--- src/rtl/rv_mc_control_if.sv ---
// rv_mc_control_if: decode inputs and control outputs of the multicycle RISC-V controller.
interface rv_mc_control_if #(parameter int ALU_CTRL_W = 4);
  logic [6:0] op_i;
  logic [2:0] funct3_i;
  logic funct7_i, zero_i, lt_i, ltu_i, mem_ready_i;
  logic pc_write_o, ir_write_o, reg_write_o, mem_read_o, mem_write_o, adr_src_o, illegal_o;
  logic [1:0] alu_src_a_o, alu_src_b_o, result_src_o;
  logic [ALU_CTRL_W-1:0] alu_control_o;
  logic [2:0] imm_src_o;
  modport slave (
    input op_i, funct3_i, funct7_i, zero_i, lt_i, ltu_i, mem_ready_i,
    output pc_write_o, ir_write_o, reg_write_o, mem_read_o, mem_write_o, adr_src_o, illegal_o,
    output alu_src_a_o, alu_src_b_o, result_src_o, alu_control_o, imm_src_o
  );
  modport master (
    output op_i, funct3_i, funct7_i, zero_i, lt_i, ltu_i, mem_ready_i,
    input pc_write_o, ir_write_o, reg_write_o, mem_read_o, mem_write_o, adr_src_o, illegal_o,
    input alu_src_a_o, alu_src_b_o, result_src_o, alu_control_o, imm_src_o
  );
endinterface

--- src/rtl/rv_mc_control.sv ---
// rv_mc_control: multicycle RISC-V control FSM (Moore state outputs, gated strobes).
// Define RV_MC_FULL_BRANCH_EN to accept all six branch conditions; otherwise only beq/bne.
module rv_mc_control #(parameter int ALU_CTRL_W = 4) (
  input logic clk_i,
  input logic rst_n_i,
  rv_mc_control_if.slave bus
);
  typedef enum logic [3:0] {
    FETCH, DECODE, MEMADR, MEMREAD, MEMWB, MEMWRITE, EXEC_R, EXEC_I, ALUWB, BRANCH, JAL, LUI, ILLEGAL
  } state_t;
  state_t r_state, w_dec;
  logic w_br_legal, w_taken, w_is_load;
  logic [3:0] w_alu_fn;
  assign w_is_load = bus.op_i == 7'b0000011;
`ifdef RV_MC_FULL_BRANCH_EN
  assign w_br_legal = bus.funct3_i[2:1] != 2'b01;
  always_comb
    case (bus.funct3_i)
      3'b000: w_taken = bus.zero_i;
      3'b001: w_taken = !bus.zero_i;
      3'b100: w_taken = bus.lt_i;
      3'b101: w_taken = !bus.lt_i;
      3'b110: w_taken = bus.ltu_i;
      3'b111: w_taken = !bus.ltu_i;
      default: w_taken = 1'b0;
    endcase
`else
  logic w_unused;
  assign w_unused = bus.lt_i ^ bus.ltu_i;
  assign w_br_legal = bus.funct3_i[2:1] == 2'b00;
  assign w_taken = bus.funct3_i[0] ? !bus.zero_i : bus.zero_i;
`endif
  assign w_dec = (w_is_load || bus.op_i == 7'b0100011) ? MEMADR :
                 bus.op_i == 7'b0110011 ? EXEC_R :
                 bus.op_i == 7'b0010011 ? EXEC_I :
                 (bus.op_i == 7'b1100011 && w_br_legal) ? BRANCH :
                 bus.op_i == 7'b1101111 ? JAL :
                 bus.op_i == 7'b0110111 ? LUI : ILLEGAL;
  // funct7 selects sub only for register ops; sra/srl honour it in both forms
  always_comb
    case (bus.funct3_i)
      3'b000: w_alu_fn = (r_state == EXEC_R && bus.funct7_i) ? 4'd1 : 4'd0;
      3'b001: w_alu_fn = 4'd6;
      3'b010: w_alu_fn = 4'd5;
      3'b011: w_alu_fn = 4'd9;
      3'b100: w_alu_fn = 4'd4;
      3'b101: w_alu_fn = bus.funct7_i ? 4'd8 : 4'd7;
      3'b110: w_alu_fn = 4'd3;
      default: w_alu_fn = 4'd2;
    endcase
  always_ff @(posedge clk_i or negedge rst_n_i)
    if (!rst_n_i) r_state <= FETCH;
    else
      case (r_state)
        FETCH: r_state <= bus.mem_ready_i ? DECODE : FETCH;
        DECODE: r_state <= w_dec;
        MEMADR: r_state <= w_is_load ? MEMREAD : MEMWRITE;
        MEMREAD: r_state <= bus.mem_ready_i ? MEMWB : MEMREAD;
        MEMWRITE: r_state <= bus.mem_ready_i ? FETCH : MEMWRITE;
        EXEC_R, EXEC_I, JAL, LUI: r_state <= ALUWB;
        MEMWB, ALUWB, BRANCH: r_state <= FETCH;
        default: r_state <= r_state;
      endcase
  // strobes are qualified by rst_n_i so they drop the instant reset asserts
  assign bus.ir_write_o = rst_n_i && r_state == FETCH && bus.mem_ready_i;
  assign bus.pc_write_o = rst_n_i && ((r_state == FETCH && bus.mem_ready_i) || r_state == JAL ||
                                      (r_state == BRANCH && w_taken));
  assign bus.reg_write_o = rst_n_i && (r_state == MEMWB || r_state == ALUWB);
  assign bus.mem_read_o = rst_n_i && (r_state == FETCH || r_state == MEMREAD);
  assign bus.mem_write_o = rst_n_i && r_state == MEMWRITE;
  assign bus.adr_src_o = r_state == MEMREAD || r_state == MEMWRITE;
  assign bus.illegal_o = r_state == ILLEGAL;
  assign bus.alu_src_a_o = (r_state == DECODE || r_state == JAL) ? 2'd1 :
                           (r_state == MEMADR || r_state == EXEC_R || r_state == EXEC_I ||
                            r_state == BRANCH) ? 2'd2 :
                           r_state == LUI ? 2'd3 : 2'd0;
  assign bus.alu_src_b_o = (r_state == FETCH || r_state == JAL) ? 2'd2 :
                           (r_state == DECODE || r_state == MEMADR || r_state == EXEC_I ||
                            r_state == LUI) ? 2'd1 : 2'd0;
  assign bus.result_src_o = r_state == FETCH ? 2'd2 : r_state == MEMWB ? 2'd1 : 2'd0;
  assign bus.imm_src_o = r_state == DECODE ? 3'd2 :
                         r_state == MEMADR ? (w_is_load ? 3'd0 : 3'd1) :
                         r_state == JAL ? 3'd3 :
                         r_state == LUI ? 3'd4 : 3'd0;
  assign bus.alu_control_o = ALU_CTRL_W'((r_state == EXEC_R || r_state == EXEC_I) ? w_alu_fn :
                                         r_state == BRANCH ? 4'd1 : 4'd0);
endmodule

--- src/flat_wrapper.sv ---
// flat-port wrapper written by rule: the top's interface ports become plain ports
module rv_mc_control_flat 
#(parameter int ALU_CTRL_W = 4)
  (clk_i, rst_n_i, bus_op_i, bus_funct3_i, bus_funct7_i, bus_zero_i, bus_lt_i, bus_ltu_i, bus_mem_ready_i, bus_pc_write_o, bus_ir_write_o, bus_reg_write_o, bus_mem_read_o, bus_mem_write_o, bus_adr_src_o, bus_illegal_o, bus_alu_src_a_o, bus_alu_src_b_o, bus_result_src_o, bus_alu_control_o, bus_imm_src_o);
  rv_mc_control_if #(.ALU_CTRL_W(ALU_CTRL_W)) bus_i ();
  input logic clk_i;
  input logic rst_n_i;
  input wire logic [$bits(bus_i.op_i)-1:0] bus_op_i;
  input wire logic [$bits(bus_i.funct3_i)-1:0] bus_funct3_i;
  input wire logic [$bits(bus_i.funct7_i)-1:0] bus_funct7_i;
  input wire logic [$bits(bus_i.zero_i)-1:0] bus_zero_i;
  input wire logic [$bits(bus_i.lt_i)-1:0] bus_lt_i;
  input wire logic [$bits(bus_i.ltu_i)-1:0] bus_ltu_i;
  input wire logic [$bits(bus_i.mem_ready_i)-1:0] bus_mem_ready_i;
  output wire logic [$bits(bus_i.pc_write_o)-1:0] bus_pc_write_o;
  output wire logic [$bits(bus_i.ir_write_o)-1:0] bus_ir_write_o;
  output wire logic [$bits(bus_i.reg_write_o)-1:0] bus_reg_write_o;
  output wire logic [$bits(bus_i.mem_read_o)-1:0] bus_mem_read_o;
  output wire logic [$bits(bus_i.mem_write_o)-1:0] bus_mem_write_o;
  output wire logic [$bits(bus_i.adr_src_o)-1:0] bus_adr_src_o;
  output wire logic [$bits(bus_i.illegal_o)-1:0] bus_illegal_o;
  output wire logic [$bits(bus_i.alu_src_a_o)-1:0] bus_alu_src_a_o;
  output wire logic [$bits(bus_i.alu_src_b_o)-1:0] bus_alu_src_b_o;
  output wire logic [$bits(bus_i.result_src_o)-1:0] bus_result_src_o;
  output wire logic [$bits(bus_i.alu_control_o)-1:0] bus_alu_control_o;
  output wire logic [$bits(bus_i.imm_src_o)-1:0] bus_imm_src_o;
  assign bus_i.op_i = bus_op_i;
  assign bus_i.funct3_i = bus_funct3_i;
  assign bus_i.funct7_i = bus_funct7_i;
  assign bus_i.zero_i = bus_zero_i;
  assign bus_i.lt_i = bus_lt_i;
  assign bus_i.ltu_i = bus_ltu_i;
  assign bus_i.mem_ready_i = bus_mem_ready_i;
  assign bus_pc_write_o = bus_i.pc_write_o;
  assign bus_ir_write_o = bus_i.ir_write_o;
  assign bus_reg_write_o = bus_i.reg_write_o;
  assign bus_mem_read_o = bus_i.mem_read_o;
  assign bus_mem_write_o = bus_i.mem_write_o;
  assign bus_adr_src_o = bus_i.adr_src_o;
  assign bus_illegal_o = bus_i.illegal_o;
  assign bus_alu_src_a_o = bus_i.alu_src_a_o;
  assign bus_alu_src_b_o = bus_i.alu_src_b_o;
  assign bus_result_src_o = bus_i.result_src_o;
  assign bus_alu_control_o = bus_i.alu_control_o;
  assign bus_imm_src_o = bus_i.imm_src_o;
  rv_mc_control #(.ALU_CTRL_W(ALU_CTRL_W)) u_core (.clk_i(clk_i), .rst_n_i(rst_n_i), .bus(bus_i));
endmodule
--- config.mk ---
export PLATFORM = sky130hd
export DESIGN_NAME = rv_mc_control_flat
export DESIGN_NICKNAME = d
export VERILOG_FILES = /design/src/rtl/rv_mc_control_if.sv /design/src/rtl/rv_mc_control.sv /design/src/flat_wrapper.sv
export SDC_FILE = /design/constraint.sdc
export NUM_CORES = 1
export LEC_CHECK = 0
export CAP_MARGIN = 0
export CORE_AREA = 4 4 48 50
export CTS_CLUSTER_SIZE = 12
export DETAILED_ROUTE_END_ITERATION = 10
export DIE_AREA = 0 0 52 54
export PLACE_DENSITY_LB_ADDON = 0.25
export SLEW_MARGIN = 30
export SYNTH_ARGS = -nofsm -noshare
export SYNTH_HDL_FRONTEND = slang
export SYNTH_SLANG_ARGS = --single-unit
export TNS_END_PERCENT = 5
--- constraint.sdc ---
create_clock -name clk_i -period 1.75 [get_ports clk_i]
set_input_delay 0.175 -clock clk_i [delete_from_list [all_inputs] [get_ports clk_i]]
set_output_delay 0.175 -clock clk_i [all_outputs]
set_load 0.02 [all_outputs]
After elaboration in Yosys (flattened, before gate mapping):

Cells that the tools add are included.

* register bits: 4
* bits of input ports: 17
* logic and storage cells: 87
* output and inout port bits: 20

* eq/ne operators: 25
* reductions and logical operators: 32
* muxes and demuxes: 29

Operators with widths (count)
* $pmux W4 S7: 2
* $mux W4: 7
* $mux W3: 8
* $eq A7 B6 Y1 const B: 3
* $eq A4 B4 Y1 const B: 5
* $eq A4 B3 Y1 const B: 4
* $logic_or A1 B1 Y1: 15
* $eq A7 B7 Y1 const B: 2
* $logic_and A1 B1 Y1: 10
* $mux W2: 5
* $eq A3 B3 Y1 const B: 3
* $eq A4 B2 Y1 const B: 2
* $eq A7 B2 Y1 const B: 1
* $eq A7 B5 Y1 const B: 1
* $mux W1: 7
* $reduce_bool A7 Y1: 1
* $eq A3 B2 Y1 const B: 2
* $eq A4 B1 Y1 const B: 1
* $logic_not A4 Y1: 1
* $reduce_or A4 Y1: 1
* $eq A3 B1 Y1 const B: 1
* $logic_not A3 Y1: 1
* $reduce_or A3 Y1: 1
* $logic_not A2 Y1: 1
* $logic_not A1 Y1: 1

Longest topological paths before layout:

* word-level depth: 8
* depth in mapped cells: 5
* depth with buffers taken out: 4

Worst setup path before layout:

OpenSTA, ideal clock, no wires.

* path kind: register to output
* from: register u_core.r_state[1]
* to: output bus_imm_src_o[0]
* setup slack: -0.262 ns
* stages on the path, launching flop included: 5
* data required time: 1.575 ns
* arrival time: 1.837 ns
* buffers on the path: 2
* path through: dfrtp_1 -> buf_2 -> buf_2 -> inv_1 -> a2111oi_0

* word-level cells in the longest chain between the ends: 4
* elaborated cells between the ends (all ways): 6
* classes of those cells: 3 x eq/ne; 3 x mux

Ends and longest elaborated chain
* start, declared: RTL line rv_mc_control.sv:11 `state_t r_state, w_dec;`
* start signal, assigned: RTL line rv_mc_control.sv:55 `FETCH: r_state <= bus.mem_ready_i ? DECODE : FETCH;`
* start signal, assigned: RTL line rv_mc_control.sv:56 `DECODE: r_state <= w_dec;`
* start signal, assigned: RTL line rv_mc_control.sv:57 `MEMADR: r_state <= w_is_load ? MEMREAD : MEMWRITE;`
* $eq A4 B4 Y1: RTL line rv_mc_control.sv:83 `r_state == JAL ? 3'd3 :`
* $mux W3: RTL line rv_mc_control.sv:83
* $mux W3: RTL line rv_mc_control.sv:82 `r_state == MEMADR ? (w_is_load ? 3'd0 : 3'd1) :`
* $mux W3 *: RTL line rv_mc_control.sv:81 `assign bus.imm_src_o = r_state == DECODE ? 3'd2 :`
* end, declared: RTL line flat_wrapper.sv:26 `output wire logic [$bits(bus_i.imm_src_o)-1:0] bus_imm_src_o;`

Mark *: on every way between the ends. The rest lies on a longest branch, timed or not.

Final worst setup path:

* from: register u_core.r_state[1]
* to: output bus_pc_write_o

* word-level cells in the longest chain between the ends: 5
* elaborated cells between the ends (all ways): 8
* classes of those cells: 2 x eq/ne; 6 x reduce/logical

Ends and longest elaborated chain
* $logic_not A4 Y1: RTL line rv_mc_control.sv:66 `assign bus.pc_write_o = rst_n_i && ((r_state == FETCH && bus.mem_ready_i) || r_state == JAL ||`
* $logic_and A1 B1 Y1: RTL line rv_mc_control.sv:66
* $logic_or A1 B1 Y1: RTL line rv_mc_control.sv:66
* $logic_or A1 B1 Y1 *: RTL line rv_mc_control.sv:66
* $logic_and A1 B1 Y1 *: RTL line rv_mc_control.sv:66
* end, declared: RTL line flat_wrapper.sv:15 `output wire logic [$bits(bus_i.pc_write_o)-1:0] bus_pc_write_o;`

Marks and branches as above.

==> key figures <==
Place
  • DP Area: 1340 sq um
  • Final GP Congestion: 0.880
  • DP Cell Count: 195
  • HPWL after DPL: 2110 um
  • Port bufs: 34
  • Post-place setup slack: -0.426 ns

STA
  • Setup TNS: 0 ns
  • Final Hold Fails: 0
  • Setup Skew: 0.0126 ns
  • Post-route clock period utilization: 0.973
  • Actual slew at the worst max-slew pin: 0.302 ns
  • Unrepaired setup endpoints after global routing: true
  • Final worst slack: 0.0474 ns
  • Relative slew slack: 0.798
  • Setup-failing EPs final: 0
  • Max Clk Rate: 587 MHz
  • Final Max Tran Viols: 0
  • Minimum clock period: 1.70 ns

Global routing
  • Initial antenna violation count: 0
  • Largest net degree at the start of global routing: 10
  • GRT Residual Overflow: 0
  • Vias in the first global route: 1067
  • GRT Resource Usage Total: 0.199
  • First-pass GRT wire length: 4310 um

Finish
  • Largest regs: u_core.r_state x4
  • Layout cells sized above 1: 0.442
  • Nets: 191
  • Max reg flops: 4
  • Antenna Cells: 0
  • Area growth syn-to-layout: 89.0%
  • Post-layout util: 0.699
  • Filler cell count in the final layout: 176
  • Most flops, register: u_core.r_state
  • Multi-input logic area: 603 sq um
  • Storage cell area: 104 sq um
  • Final instance area: 1330 sq um
  • Non-filler cells, final: 199

Yosys
  • Post-synth ARST share: 1.00
  • Simple-Gate Fraction of Synth Area: 0.457
  • Mux cell area share after synthesis: 0
  • Largest family of logic cells by synthesized area: simple AND/OR/NAND/NOR gates
  • Count leader, synth: nand2_1
  • Post-synth EDFFs: 0
  • Yosys top cell area share: 0.142
  • Post-Syn Instances: 103
  • Cell taking the most area after synthesis: dfrtp_1
  • Post-Synth XOR/XNOR Area: 0.0498
  • Synth top cells by count: 10 x nand2_1, 9 x nor2_1, 8 x nor3_1
  • Compound-cell area share of the yosys netlist: 0.292
  • Post-synthesis net count: 120
  • #FFs+latches synth: 4
  • Adder-Cell Fraction of Synth Area: 0
  • Synthesized cell area: 703 sq um
  • Ys Warns: 0
  • Syn avg cell area: 6.83 sq um
  • Yosys cell types: 39
  • Post-synthesis sequential area ratio: 0.142
  • Top_reg_cell synth: dfrtp_1
  • Most area-consuming cells after synthesis: dfrtp_1 14%, nor3_1 5.7%, nand2_1 5.3%, a21oi_1 5.0%, nor2_1 4.8%

Die
  • FP Rows: 16
  • Initial core utilization: 0.370
  • IO Pins: 37
  • DIE AREA: 2810 sq um
  • Die Wd: 52 um
  • Core Box Area: 1900 sq um
  • Die H: 54 um

Setup path
  • CP max-delay cell: dfrtp_2
  • Crit-path max FO: 7
  • Crit path cell chain: nand2_1, a21boi_0, o22ai_1, and3b_1, clkdlybuf4s15_2
  • Setup Crit Path Kind: flop to primary output
  • Startpoint Class: flop
  • CP arrival: 1.53 ns
  • Crit. End Element: primary output
  • Critical path required time: 1.57 ns
  • Slowest stage delay, CP: 0.46 ns

Pwr
  • PwrDens: 264 nW/um^2
  • Switch Pwr: 0.108 mW
  • Pleak: 0.607 nW
  • Max VDD drop: 450 uV
  • Cell internal pwr: 0.243 mW
  • Sequential Power Share: 0.278
  • Sw frac: 0.308
  • Clk pwr share: 0.355
  • Comb pwr share: 0.367

Routing
  • Iteration-0 DRC count of the detailed router: 34
  • Per-cell routed wire length: 13.7 um
  • DRT Pass-1 Iters: 4
  • Via count: 1085
  • # DRC: 0
  • Final WL: 2720 um
  • Vias/cell: 5.45
  • Antenna Nets Post-Route: 0

Clocking
  • Clock sink count: 4
  • Number of buffers created by CTS: 3
  • CTS HTree Levels: 1
  • Max Root-Sink Buffers: 2
  • Clock slew at the register clock pins of the worst setup and hold paths: 0.05 ns
  • Root Driver: clkbuf_4
  • CTS tree: done
  • Clk Latency, worst-skew pair: 0.25 ns
  • Hold-fix buffers, CTS: 0

Status
  • Status: finished clean

Flow run
  • Max Cap Viol: 0

Hold path
  • HP Class: input pin to asynchronous set/reset pin
==> power groups by stage <==
stage,sequential [mW],combinational (mW),clock (mW)
6_report,0.0978,0.129,0.125
5_1_grt,0.0979,0.141,0.138
4_1_cts,0.0975,0.124,0.123
3_5_place_dp,0.0985,0.124,0
3_3_place_gp,0.0983,0.121,0
2_1_floorplan,0.0967,0.0421,0
==> worst paths after layout <==
check	startpoint	endpoint	slack (ns)	depth (start not counted)
max in group asynchronous	rst_n_i	u_core.r_state[0]	1.23	2
worst min-delay path	rst_n_i	u_core.r_state[1]	0.39	2
worst min register to register	u_core.r_state[2]	u_core.r_state[1]	0.75	3
min in group clk_i	bus_op_i[0]	u_core.r_state[1]	0.71	4
worst max register to register	u_core.r_state[3]	u_core.r_state[1]	0.22	6
worst max-delay path	u_core.r_state[1]	bus_pc_write_o	0.05	5
==> repair_timing <==
action                                  4_1_cts  5_1_grt
pin swaps                                     0        1
gates resized for setup                      56       31
buffers inserted                              0        1
endpoints found under the setup margin       20       19
==> cell type report <==
type,count,share of cell area
multi-input cells,89,0.454
repair buffers,72,0.414
flip-flops and latches,4,0.0782
well taps,27,0.0254
clock buffers,3,0.0169
inverters,4,0.0113
==> stage by stage <==
step | power [mW] | hold slack (ns)
after floorplan | 0.139 | -0.121
after global placement | 0.219 | 0.647
after detailed placement | 0.223 | 0.640
after CTS | 0.345 | 0.391
after global routing | 0.376 | 0.385
final | 0.351 | 0.391
==> placed cells by master, fill, tap and decap left out, drive strengths merged, types with 3 or more instances in the layout <==
| cell type | n |
|---|---|
| buf | 48 |
| and3 | 5 |
| nand2b | 3 |
| clkbuf | 9 |
| nand3 | 3 |
| nand2 | 10 |
| clkdlybuf4s50 | 13 |
| inv | 4 |
| nor3 | 8 |
| nor2b | 5 |
| dfrtp | 4 |
| o22ai | 3 |
| a211oi | 3 |
| o21ai | 4 |
| nor2 | 9 |
| a21oi | 7 |
| clkdlybuf4s15 | 3 |
==> routing by layer <==
layer | global-route usage | wire length (um)
met1 | 0.212 | 1150
met2 | 0.404 | 1360
met3 | 0.0416 | 200
met4 | 0.0262 | 10
met5 | 0 | 0
==> cell families after synthesis <==
| family | count (synthesis) |
|---|---|
| AO/OA/AOI/OAI | 30 |
| AND/OR/NAND/NOR | 55 |
| buffers and inverters | 10 |
| XOR/XNOR | 4 |
| flip-flops | 4 |
==> worst max-delay path: cells and delay by family (launching register included) <==
kind,cells,cell delay (ns)
AND/OR/NAND/NOR,2,0.29
flip-flops,1,0.46
buffers and inverters,1,0.25
AO/OA/AOI/OAI,2,0.29
(Power assumes the default switching activity.)
